--- config.mk ---
export PLATFORM = sky130hd
export DESIGN_NAME = instr_fetch_ctrl_flat
export DESIGN_NICKNAME = d
export VERILOG_FILES = /design/src/rtl/instr_fetch_ctrl_if.sv /design/src/rtl/instr_fetch_ctrl.sv /design/src/flat_wrapper.sv
export SDC_FILE = /design/constraint.sdc
export NUM_CORES = 1
export LEC_CHECK = 0
export ABC_AREA = 1
export CORE_MARGIN = 2
export CORE_UTILIZATION = 46
export CTS_BUF_LIST = sky130_fd_sc_hd__clkbuf_4
export DETAILED_ROUTE_END_ITERATION = 12
export GPL_ROUTABILITY_DRIVEN = 0
export PLACE_DENSITY = 0.91
export SLEW_MARGIN = 20
export SYNTH_ARGS = -nofsm -noshare
export SYNTH_HDL_FRONTEND = slang
export SYNTH_SLANG_ARGS = --single-unit
--- constraint.sdc ---
create_clock -name clk_i -period 1.82 [get_ports clk_i]
set_input_delay 0.364 -clock clk_i [delete_from_list [all_inputs] [get_ports clk_i]]
set_output_delay 0.364 -clock clk_i [all_outputs]
set_load 0.05 [all_outputs]
--- src/rtl/instr_fetch_ctrl_if.sv ---
// Fetch-side bus between the instruction fetch controller, the pipeline
// front end (PC register, decode) and the instruction memory.
//
// Handshake semantics:
//   memory request : a request transfers on a rising edge where
//                    mem_req_o=1 and mem_ready_i=1; mem_addr_o is meaningful
//                    only while mem_req_o=1.
//   memory response: mem_data_i is taken on a rising edge where
//                    mem_valid_i=1 while a request is outstanding; it is
//                    ignored at every other time.
//   decode delivery: inst_o/inst_pc_o are meaningful while inst_valid_o=1;
//                    decode consumes the instruction on an edge where
//                    stall_i=0, and flush_i=1 discards it.
interface instr_fetch_ctrl_if;
    logic        start_i;
    logic [31:0] pc_i;
    logic        stall_i;
    logic        flush_i;
    logic        mem_ready_i;
    logic        mem_valid_i;
    logic [31:0] mem_data_i;
    logic        mem_req_o;
    logic [31:0] mem_addr_o;
    logic        pc_write_o;
    logic [31:0] inst_o;
    logic [31:0] inst_pc_o;
    logic        inst_valid_o;
    logic        err_o;

    // Fetch controller side
    modport slave (
        input  start_i, pc_i, stall_i, flush_i,
        input  mem_ready_i, mem_valid_i, mem_data_i,
        output mem_req_o, mem_addr_o, pc_write_o,
        output inst_o, inst_pc_o, inst_valid_o, err_o
    );

    // Pipeline / memory environment side
    modport master (
        output start_i, pc_i, stall_i, flush_i,
        output mem_ready_i, mem_valid_i, mem_data_i,
        input  mem_req_o, mem_addr_o, pc_write_o,
        input  inst_o, inst_pc_o, inst_valid_o, err_o
    );
endinterface

--- src/rtl/instr_fetch_ctrl.sv ---
// Instruction fetch controller: issues one memory request per instruction,
// waits (bounded by MAX_WAIT) for the response, holds the instruction for
// decode and tells the PC register when to advance (pc_write_o, active-low).
module instr_fetch_ctrl #(
    parameter int unsigned MAX_WAIT = 15
) (
    input  logic               clk_i,
    input  logic               rst_i,
    instr_fetch_ctrl_if.slave  bus,
    output logic [1:0]         state_dbg_o
);

    typedef enum logic [1:0] {
        S_IDLE = 2'd0,
        S_REQ  = 2'd1,
        S_WAIT = 2'd2,
        S_HOLD = 2'd3
    } state_t;

    // Last WAIT count value: the MAX_WAIT-th WAIT cycle without data times out.
    localparam logic [7:0] WAIT_LAST = 8'(MAX_WAIT - 1);

    state_t      state_q, state_d;
    logic        drop_q, drop_d;
    logic [7:0]  wait_cnt_q, wait_cnt_d;
    logic [31:0] addr_q, addr_d;
    logic [31:0] inst_q, inst_d;
    logic [31:0] inst_pc_q, inst_pc_d;
    logic        err_q, err_d;

    logic        mem_req;
    logic [31:0] mem_addr;
    logic        pc_write;

    // Next-state and output decode; flush_i is checked before stall_i everywhere.
    always_comb begin
        state_d    = state_q;
        drop_d     = drop_q;
        wait_cnt_d = wait_cnt_q;
        addr_d     = addr_q;
        inst_d     = inst_q;
        inst_pc_d  = inst_pc_q;
        err_d      = err_q;
        mem_req    = 1'b0;
        mem_addr   = '0;
        pc_write   = 1'b1;

        case (state_q)
            S_IDLE: begin
                if (bus.start_i) begin
                    state_d = S_REQ;
                end
            end

            S_REQ: begin
                mem_addr = bus.pc_i;
                if (bus.flush_i) begin
                    // Branch target loads into the PC; re-issue next cycle.
                    pc_write = 1'b0;
                end else begin
                    mem_req = 1'b1;
                    if (bus.mem_ready_i) begin
                        addr_d     = bus.pc_i;
                        wait_cnt_d = '0;
                        drop_d     = 1'b0;
                        state_d    = S_WAIT;
                    end
                end
            end

            S_WAIT: begin
                if (bus.flush_i) begin
                    pc_write = 1'b0;
                end
                if (bus.mem_valid_i) begin
                    if (drop_q || bus.flush_i) begin
                        // Response belongs to the squashed path.
                        drop_d  = 1'b0;
                        state_d = S_REQ;
                    end else begin
                        inst_d    = bus.mem_data_i;
                        inst_pc_d = addr_q;
                        state_d   = S_HOLD;
                    end
                end else if (wait_cnt_q == WAIT_LAST) begin
                    err_d   = 1'b1;
                    drop_d  = 1'b0;
                    state_d = S_IDLE;
                end else begin
                    wait_cnt_d = wait_cnt_q + 8'd1;
                    if (bus.flush_i) begin
                        drop_d = 1'b1;
                    end
                end
            end

            S_HOLD: begin
                if (bus.flush_i || !bus.stall_i) begin
                    // Instruction consumed or squashed: PC advances once.
                    pc_write = 1'b0;
                    state_d  = bus.start_i ? S_REQ : S_IDLE;
                end
            end

            default: begin
                state_d = S_IDLE;
            end
        endcase
    end

    // State and datapath registers with asynchronous active-low reset.
    always_ff @(posedge clk_i or negedge rst_i) begin
        if (!rst_i) begin
            state_q    <= S_IDLE;
            drop_q     <= 1'b0;
            wait_cnt_q <= '0;
            addr_q     <= '0;
            inst_q     <= '0;
            inst_pc_q  <= '0;
            err_q      <= 1'b0;
        end else begin
            state_q    <= state_d;
            drop_q     <= drop_d;
            wait_cnt_q <= wait_cnt_d;
            addr_q     <= addr_d;
            inst_q     <= inst_d;
            inst_pc_q  <= inst_pc_d;
            err_q      <= err_d;
        end
    end

    assign bus.mem_req_o    = mem_req;
    assign bus.mem_addr_o   = mem_addr;
    assign bus.pc_write_o   = pc_write;
    assign bus.inst_o       = inst_q;
    assign bus.inst_pc_o    = inst_pc_q;
    assign bus.inst_valid_o = (state_q == S_HOLD);
    assign bus.err_o        = err_q;
    assign state_dbg_o      = state_q;

endmodule

--- src/flat_wrapper.sv ---
// flat-port wrapper written by rule: the top's interface ports become plain ports
module instr_fetch_ctrl_flat 
#(
    parameter int unsigned MAX_WAIT = 15
)
  (clk_i, rst_i, state_dbg_o, bus_start_i, bus_pc_i, bus_stall_i, bus_flush_i, bus_mem_ready_i, bus_mem_valid_i, bus_mem_data_i, bus_mem_req_o, bus_mem_addr_o, bus_pc_write_o, bus_inst_o, bus_inst_pc_o, bus_inst_valid_o, bus_err_o);
  instr_fetch_ctrl_if bus_i ();
  input  logic clk_i;
  input  logic rst_i;
  output logic [1:0] state_dbg_o;
  input wire logic [$bits(bus_i.start_i)-1:0] bus_start_i;
  input wire logic [$bits(bus_i.pc_i)-1:0] bus_pc_i;
  input wire logic [$bits(bus_i.stall_i)-1:0] bus_stall_i;
  input wire logic [$bits(bus_i.flush_i)-1:0] bus_flush_i;
  input wire logic [$bits(bus_i.mem_ready_i)-1:0] bus_mem_ready_i;
  input wire logic [$bits(bus_i.mem_valid_i)-1:0] bus_mem_valid_i;
  input wire logic [$bits(bus_i.mem_data_i)-1:0] bus_mem_data_i;
  output wire logic [$bits(bus_i.mem_req_o)-1:0] bus_mem_req_o;
  output wire logic [$bits(bus_i.mem_addr_o)-1:0] bus_mem_addr_o;
  output wire logic [$bits(bus_i.pc_write_o)-1:0] bus_pc_write_o;
  output wire logic [$bits(bus_i.inst_o)-1:0] bus_inst_o;
  output wire logic [$bits(bus_i.inst_pc_o)-1:0] bus_inst_pc_o;
  output wire logic [$bits(bus_i.inst_valid_o)-1:0] bus_inst_valid_o;
  output wire logic [$bits(bus_i.err_o)-1:0] bus_err_o;
  assign bus_i.start_i = bus_start_i;
  assign bus_i.pc_i = bus_pc_i;
  assign bus_i.stall_i = bus_stall_i;
  assign bus_i.flush_i = bus_flush_i;
  assign bus_i.mem_ready_i = bus_mem_ready_i;
  assign bus_i.mem_valid_i = bus_mem_valid_i;
  assign bus_i.mem_data_i = bus_mem_data_i;
  assign bus_mem_req_o = bus_i.mem_req_o;
  assign bus_mem_addr_o = bus_i.mem_addr_o;
  assign bus_pc_write_o = bus_i.pc_write_o;
  assign bus_inst_o = bus_i.inst_o;
  assign bus_inst_pc_o = bus_i.inst_pc_o;
  assign bus_inst_valid_o = bus_i.inst_valid_o;
  assign bus_err_o = bus_i.err_o;
  instr_fetch_ctrl #(.MAX_WAIT(MAX_WAIT)) u_core (.clk_i(clk_i), .rst_i(rst_i), .bus(bus_i), .state_dbg_o(state_dbg_o));
endmodule
Word level (Yosys, flattened, before mapping)

Cells that the tools add are included.

Bits in registers: 108
Output and inout bits: 102
Logic and storage cells: 62

Add/sub/neg operators: 1
Equality and inequality tests: 13
Muxes and demuxes: 26
Bitwise logic cells: 3
Reductions and logical operators: 12

Operators by type and width:

| operator              | number |
|---|---|
| $mux W32              | 1 |
| $mux W8               | 4 |
| $pmux W8 S2           | 1 |
| $reduce_and A5 Y1     | 3 |
| $mux W2               | 7 |
| $mux W1               | 10 |
| $ne A2 B2 Y1 const B  | 5 |
| $reduce_and A3 Y1     | 3 |
| $add A8 B1 Y8 const B | 1 |
| $eq A8 B4 Y1 const B  | 1 |
| $pmux W2 S4           | 1 |
| $ne A3 B2 Y1 const B  | 2 |
| $eq A2 B2 Y1 const B  | 2 |
| $ne A4 B3 Y1 const B  | 1 |
| $pmux W1 S2           | 2 |
| $not A1 Y1            | 3 |
| $eq A2 B1 Y1 const B  | 1 |
| $logic_not A2 Y1      | 1 |
| $logic_or A1 B1 Y1    | 2 |
| $ne A2 B1 Y1 const B  | 1 |
| $reduce_bool A2 Y1    | 1 |
| $reduce_or A2 Y1      | 1 |
| $logic_not A1 Y1      | 1 |

Depth between registers and ports, before layout

Depth in word-level cells: 4
Mapped depth: 9
Gate-level depth less buffers: 9

Worst setup path after synthesis

No wires, ideal clock.

Path kind: reg-to-output
Start point: register u_core.state_q[1], in the netlist u_core.state_dbg_o[1]
End point: output bus_pc_write_o
Arrival: 2.013 ns
Data required time: 1.456 ns
Setup slack: -0.557 ns
Cell stages (with the launch flop): 5
Cells stage by stage: dfrtp_1 inv_1 ha_1 inv_1 o211ai_1

Longest elaborated chain between the ends: 3
Elaborated cells on any way between the ends: 5
Those cells by class: eq/ne: 3; mux: 1; reduce/logical: 1

Ends and longest elaborated chain:

| item                                                | line                    | source |
|---|---|---|
| start: declaration                                  | instr_fetch_ctrl.sv:23  | `state_t state_q, state_d;` |
| start signal: assignment                            | instr_fetch_ctrl.sv:122 | `state_q <= state_d;` |
| $eq A2 B1 Y1 / $eq A2 B2 Y1 (equally long branches) | instr_fetch_ctrl.sv:48  | `case (state_q)` |
| $reduce_or A2 Y1 (no line)                          | -                       |  |
| $pmux W1 S2 (*)                                     | instr_fetch_ctrl.sv:48  |  |
| end: declaration                                    | flat_wrapper.sv:20      | `output wire logic [$bits(bus_i.pc_write_o)-1:0] bus_pc_write_o;` |

Every way passes the cells marked *; elsewhere a longest branch is shown, timed or not.

Worst setup path after layout

Start point: register u_core.state_q[1], in the netlist u_core.state_dbg_o[1]
End point: output bus_mem_req_o

Longest elaborated chain between the ends: 2

Ends and longest elaborated chain:

| item             | line                   | source |
|---|---|---|
| $eq A2 B1 Y1     | instr_fetch_ctrl.sv:48 |  |
| $mux W1          | instr_fetch_ctrl.sv:48 |  |
| end: declaration | flat_wrapper.sv:18     | `output wire logic [$bits(bus_i.mem_req_o)-1:0] bus_mem_req_o;` |

Every way passes these cells.

==> summary.md <==
| Metric | Value |
|---|---|
| Design Area, Final | between 0.007 and 0.008 sq mm |
| Congestion Overflow GR | 0 |
| Clock sink total | 108 |
| Ys flop type | dfrtp_1 |
| Worst endpoint required time | 1.46 ns |
| Cell mode on critical path | buf_12 |
| H-tree Lvls | 3 |
| Total Power | 13.71 mW |
| CP cell instances | clkinv_4 > ha_4 > buf_12 > inv_8 > nor2_4 > buf_12 |
| Initial DRC count | around 320 |
| Critical Path Slowest Stage Cell | dfrtp_2 |
| Hold Crit Class | in -> reg |
| HPWL Detailed | 9073 um |
| Final setup vio count | 34 |
| Synth area leaders | dfrtp_1 (58%), nand2_1 (16%), inv_1 (6.3%) |
| CP max stage delay | 0.46 ns |
| WL/cell | 15.40 um |
| Largest net degree at the start of global routing | about 110 |
| Violated checks | setup timing |
| Tmin final | 2.139 ns |
| Static Leakage | 3.615 nW |
| Row count | 36 |
| Net Count, Synth | roughly 600 |
| Die ar. | around 0.011 sq mm |
| Period utilization | 117.5% |
| Vias in the first global route | roughly 4300 |
| Synthesized instance count | approximately 540 |
| Most common cell in the netlist | nand2_1 |
| Initial antenna violation count | 0 |
| Clock Skew | roughly 0.015 ns |
| Synth top cells by count | nand2_1 (197), dfrtp_1 (108), inv_1 (79), o21ai_0 (34), o22ai_1 (32) |
| Avg Vias per Cell | approximately 5 |
| Drt first pass iters | 8 |
| Clock root cell | clkbuf_4 |
| TNS Setup | -9.695 ns |
| Worst Path Buf+Inv | 4 |
| Fraction of layout cells with a size suffix above 1 | between 30 and 40% |
| First-pass GRT wire length | between 20000 and 25000 um |
| Final Non-Filler Cells | just under 900 |
| Critical Path AT | between 1.5 and 2 ns |
| Antenna-violating nets left | 0 |
| Family with the most delay on the worst path | buffers and inverters |
| Peak Freq | roughly 0.47 GHz |
| Synth cell types | 26 |
| CTS tree | done |
| Chip width | between 100 and 150 um |
| Slew @ Worst Pin | approximately 0.57 ns |
| Ys async rst share | 100.0% |
| Die H | about 100 um |
| CP Max Fanout | 6 |
| DR vias | roughly 4300 |
| Maxcap violations | 0 |
| Num CTS Buffers | 9 |
| Syn Area/Cell | a little under 9 sq um |
| Port buffer count | ~170 |
| Register area share after synthesis | approximately 58% |
| Maximum vdd drop | roughly 0.00097 V |
| Cell accounting for the most synthesized area | dfrtp_1 |
| CTS clk-pin slew, worst paths | around 0.17 ns |
| Placed Instances | about 840 |
| Crit start category | flip-flop |
| Core footprint | slightly below 0.01 sq mm |
| Mapped Area | 0.004681 sq mm |
| Number of flops mapped to enable cells by yosys | 0 |
| Layout Utilization | 76.47% |
| Clock Tree Buf Depth | 2 |
| Yosys Warn Count | 0 |
| Synth Register Bits | 108 |
| GRT Overall Usage | a little under a quarter |
| Critical Path End Type | primary output |
| Placed cell area | 0.006998 sq mm |
| Final worst setup slack | -0.3194 ns |
| Crit Path Class | reg -> out |
| Fin. Hold Viols | 0 |
| Rel. slew slack | between 60 and 70% |
| Clock insertion delay at the later pin of the skew report | approximately 0.46 ns |
| Initial core utilization | ~48% |
| Final net count | between 800 and 900 |
| Fin. max-slew vios | 0 |
| Wirelength, routed | ~13000 um |
| Power density cells | approximately 1800 mW/mm^2 |
| Share of the synthesized area in the top cell type | 57.74% |
| DRC | 0 |
| RSZ-0062 raised after global routing | yes |
| # IOs | between 150 and 200 |
| Status | complete, but fails checks |
| Area grow syn2layout | 60.41% |
## registers in the layout (all words and copies together) (netlist names)
signal                cells
u_core.bus.inst_pc_o     32
u_core.bus.inst_o        32
u_core.addr_q            32
u_core.state_dbg_o        2
u_core.drop_q             1
u_core.bus.err_o          1
u_core.wait_cnt_q         8
## power by group
part           switching [mW]  internal, mW
clock network           0.842         0.304
registers               0.525          3.38
logic                    5.53          3.13
## per-stage QoR
| step | setup slack, ns | hold slack (ns) |
|---|---|---|
| finish | -0.3194 | 0.4251 |
| global placement | 0.03948 | 0.4487 |
| floorplan | -0.2910 | 0.06841 |
| CTS | -0.3421 | 0.3885 |
| detailed placement | -0.006693 | 0.4504 |
| global route | -0.4296 | 0.3798 |
## logic make-up after synthesis
kind of cell    count (synthesis)  synth area share [%]
flops                         108                 57.74
simple gates                  242                 21.36
xor+xnor                        1                0.1871
fa+ha+maj                       7                 1.871
buf+inv                       108                 9.837
compound gates                 73                 9.008
## worst reg2reg max path, cell delays in order, from the launching register on
cell and delay (ns):
dfrtp_2 0.50, inv_4 0.07, buf_4 0.13, ha_1 0.23, nand2_2 0.08, inv_2 0.05
nand2_4 0.10, buf_16 0.28, nand2_1 0.15, o21ai_0 0.11
## cell usage in the layout, fill, tap and decap left out, types with 11 or more instances in the layout
| cell | count |
|---|---|
| o21ai_0 | 31 |
| nor2_1 | 11 |
| buf_4 | 89 |
| dfrtp_1 | 106 |
| clkinvlp_4 | 31 |
| o22ai_1 | 32 |
| nand3_1 | 17 |
| buf_12 | 39 |
| inv_1 | 44 |
| nand2_2 | 22 |
| clkdlybuf4s50_1 | 69 |
| nand2_1 | 163 |
## area by class of cell
| cell class | count | area (sq um) |
|---|---|---|
| multi-input combinational | 323 | 1805 |
| tap | 133 | 166.4 |
| clock buffer | 9 | 67.56 |
| sequential | 108 | 2705 |
| fill | 649 | 2311 |
| timing repair buffer | 202 | 2255 |
| inverter | 85 | 446.7 |
| antenna | 1 | 2.502 |
| clock inverter | 7 | 60.06 |
## path summary, 6_finish.rpt
kind                                  startpoint  cells after the start                  endpoint  slack [ns]
setup / recovery           u_core.state_dbg_o[1]                      6             bus_mem_req_o       -0.32
hold / removal                 bus_mem_data_i[3]                      3      u_core.bus.inst_o[3]        0.43
setup reg to reg           u_core.state_dbg_o[0]                      9  u_core.bus.inst_pc_o[20]        0.07
hold reg to reg                 u_core.bus.err_o                      1          u_core.bus.err_o        0.49
max in group asynchronous                  rst_i                      3             u_core.drop_q        0.89
min in group asynchronous                  rst_i                      3      u_core.bus.inst_o[9]        0.50
## metal layers
layer | routed length (um) | part of all wire (%) | vias to the layer above | GRT usage [%]
met2 | 6804 | 51 | 196 | 40.91
met5 | 0 | 0 | - | 0
met4 | 345 | 2.6 | 0 | 9.333
met1 | 5297 | 40 | 2075 | 29.38
met3 | 916 | 6.9 | 24 | 5.552
li1 | - | - | 2049 | -
## repair_timing
item                                    in CTS  in global routing
buffers inserted                             3                 10
gates cloned                                 1                  1
pin swaps                                    0                  3
resized for setup                            7                 41
hold endpoints to repair                   108                  0
hold buffers                                 1                  0
endpoints found under the setup margin      34                 36
Note: power is estimated with default switching activity, not from simulation.
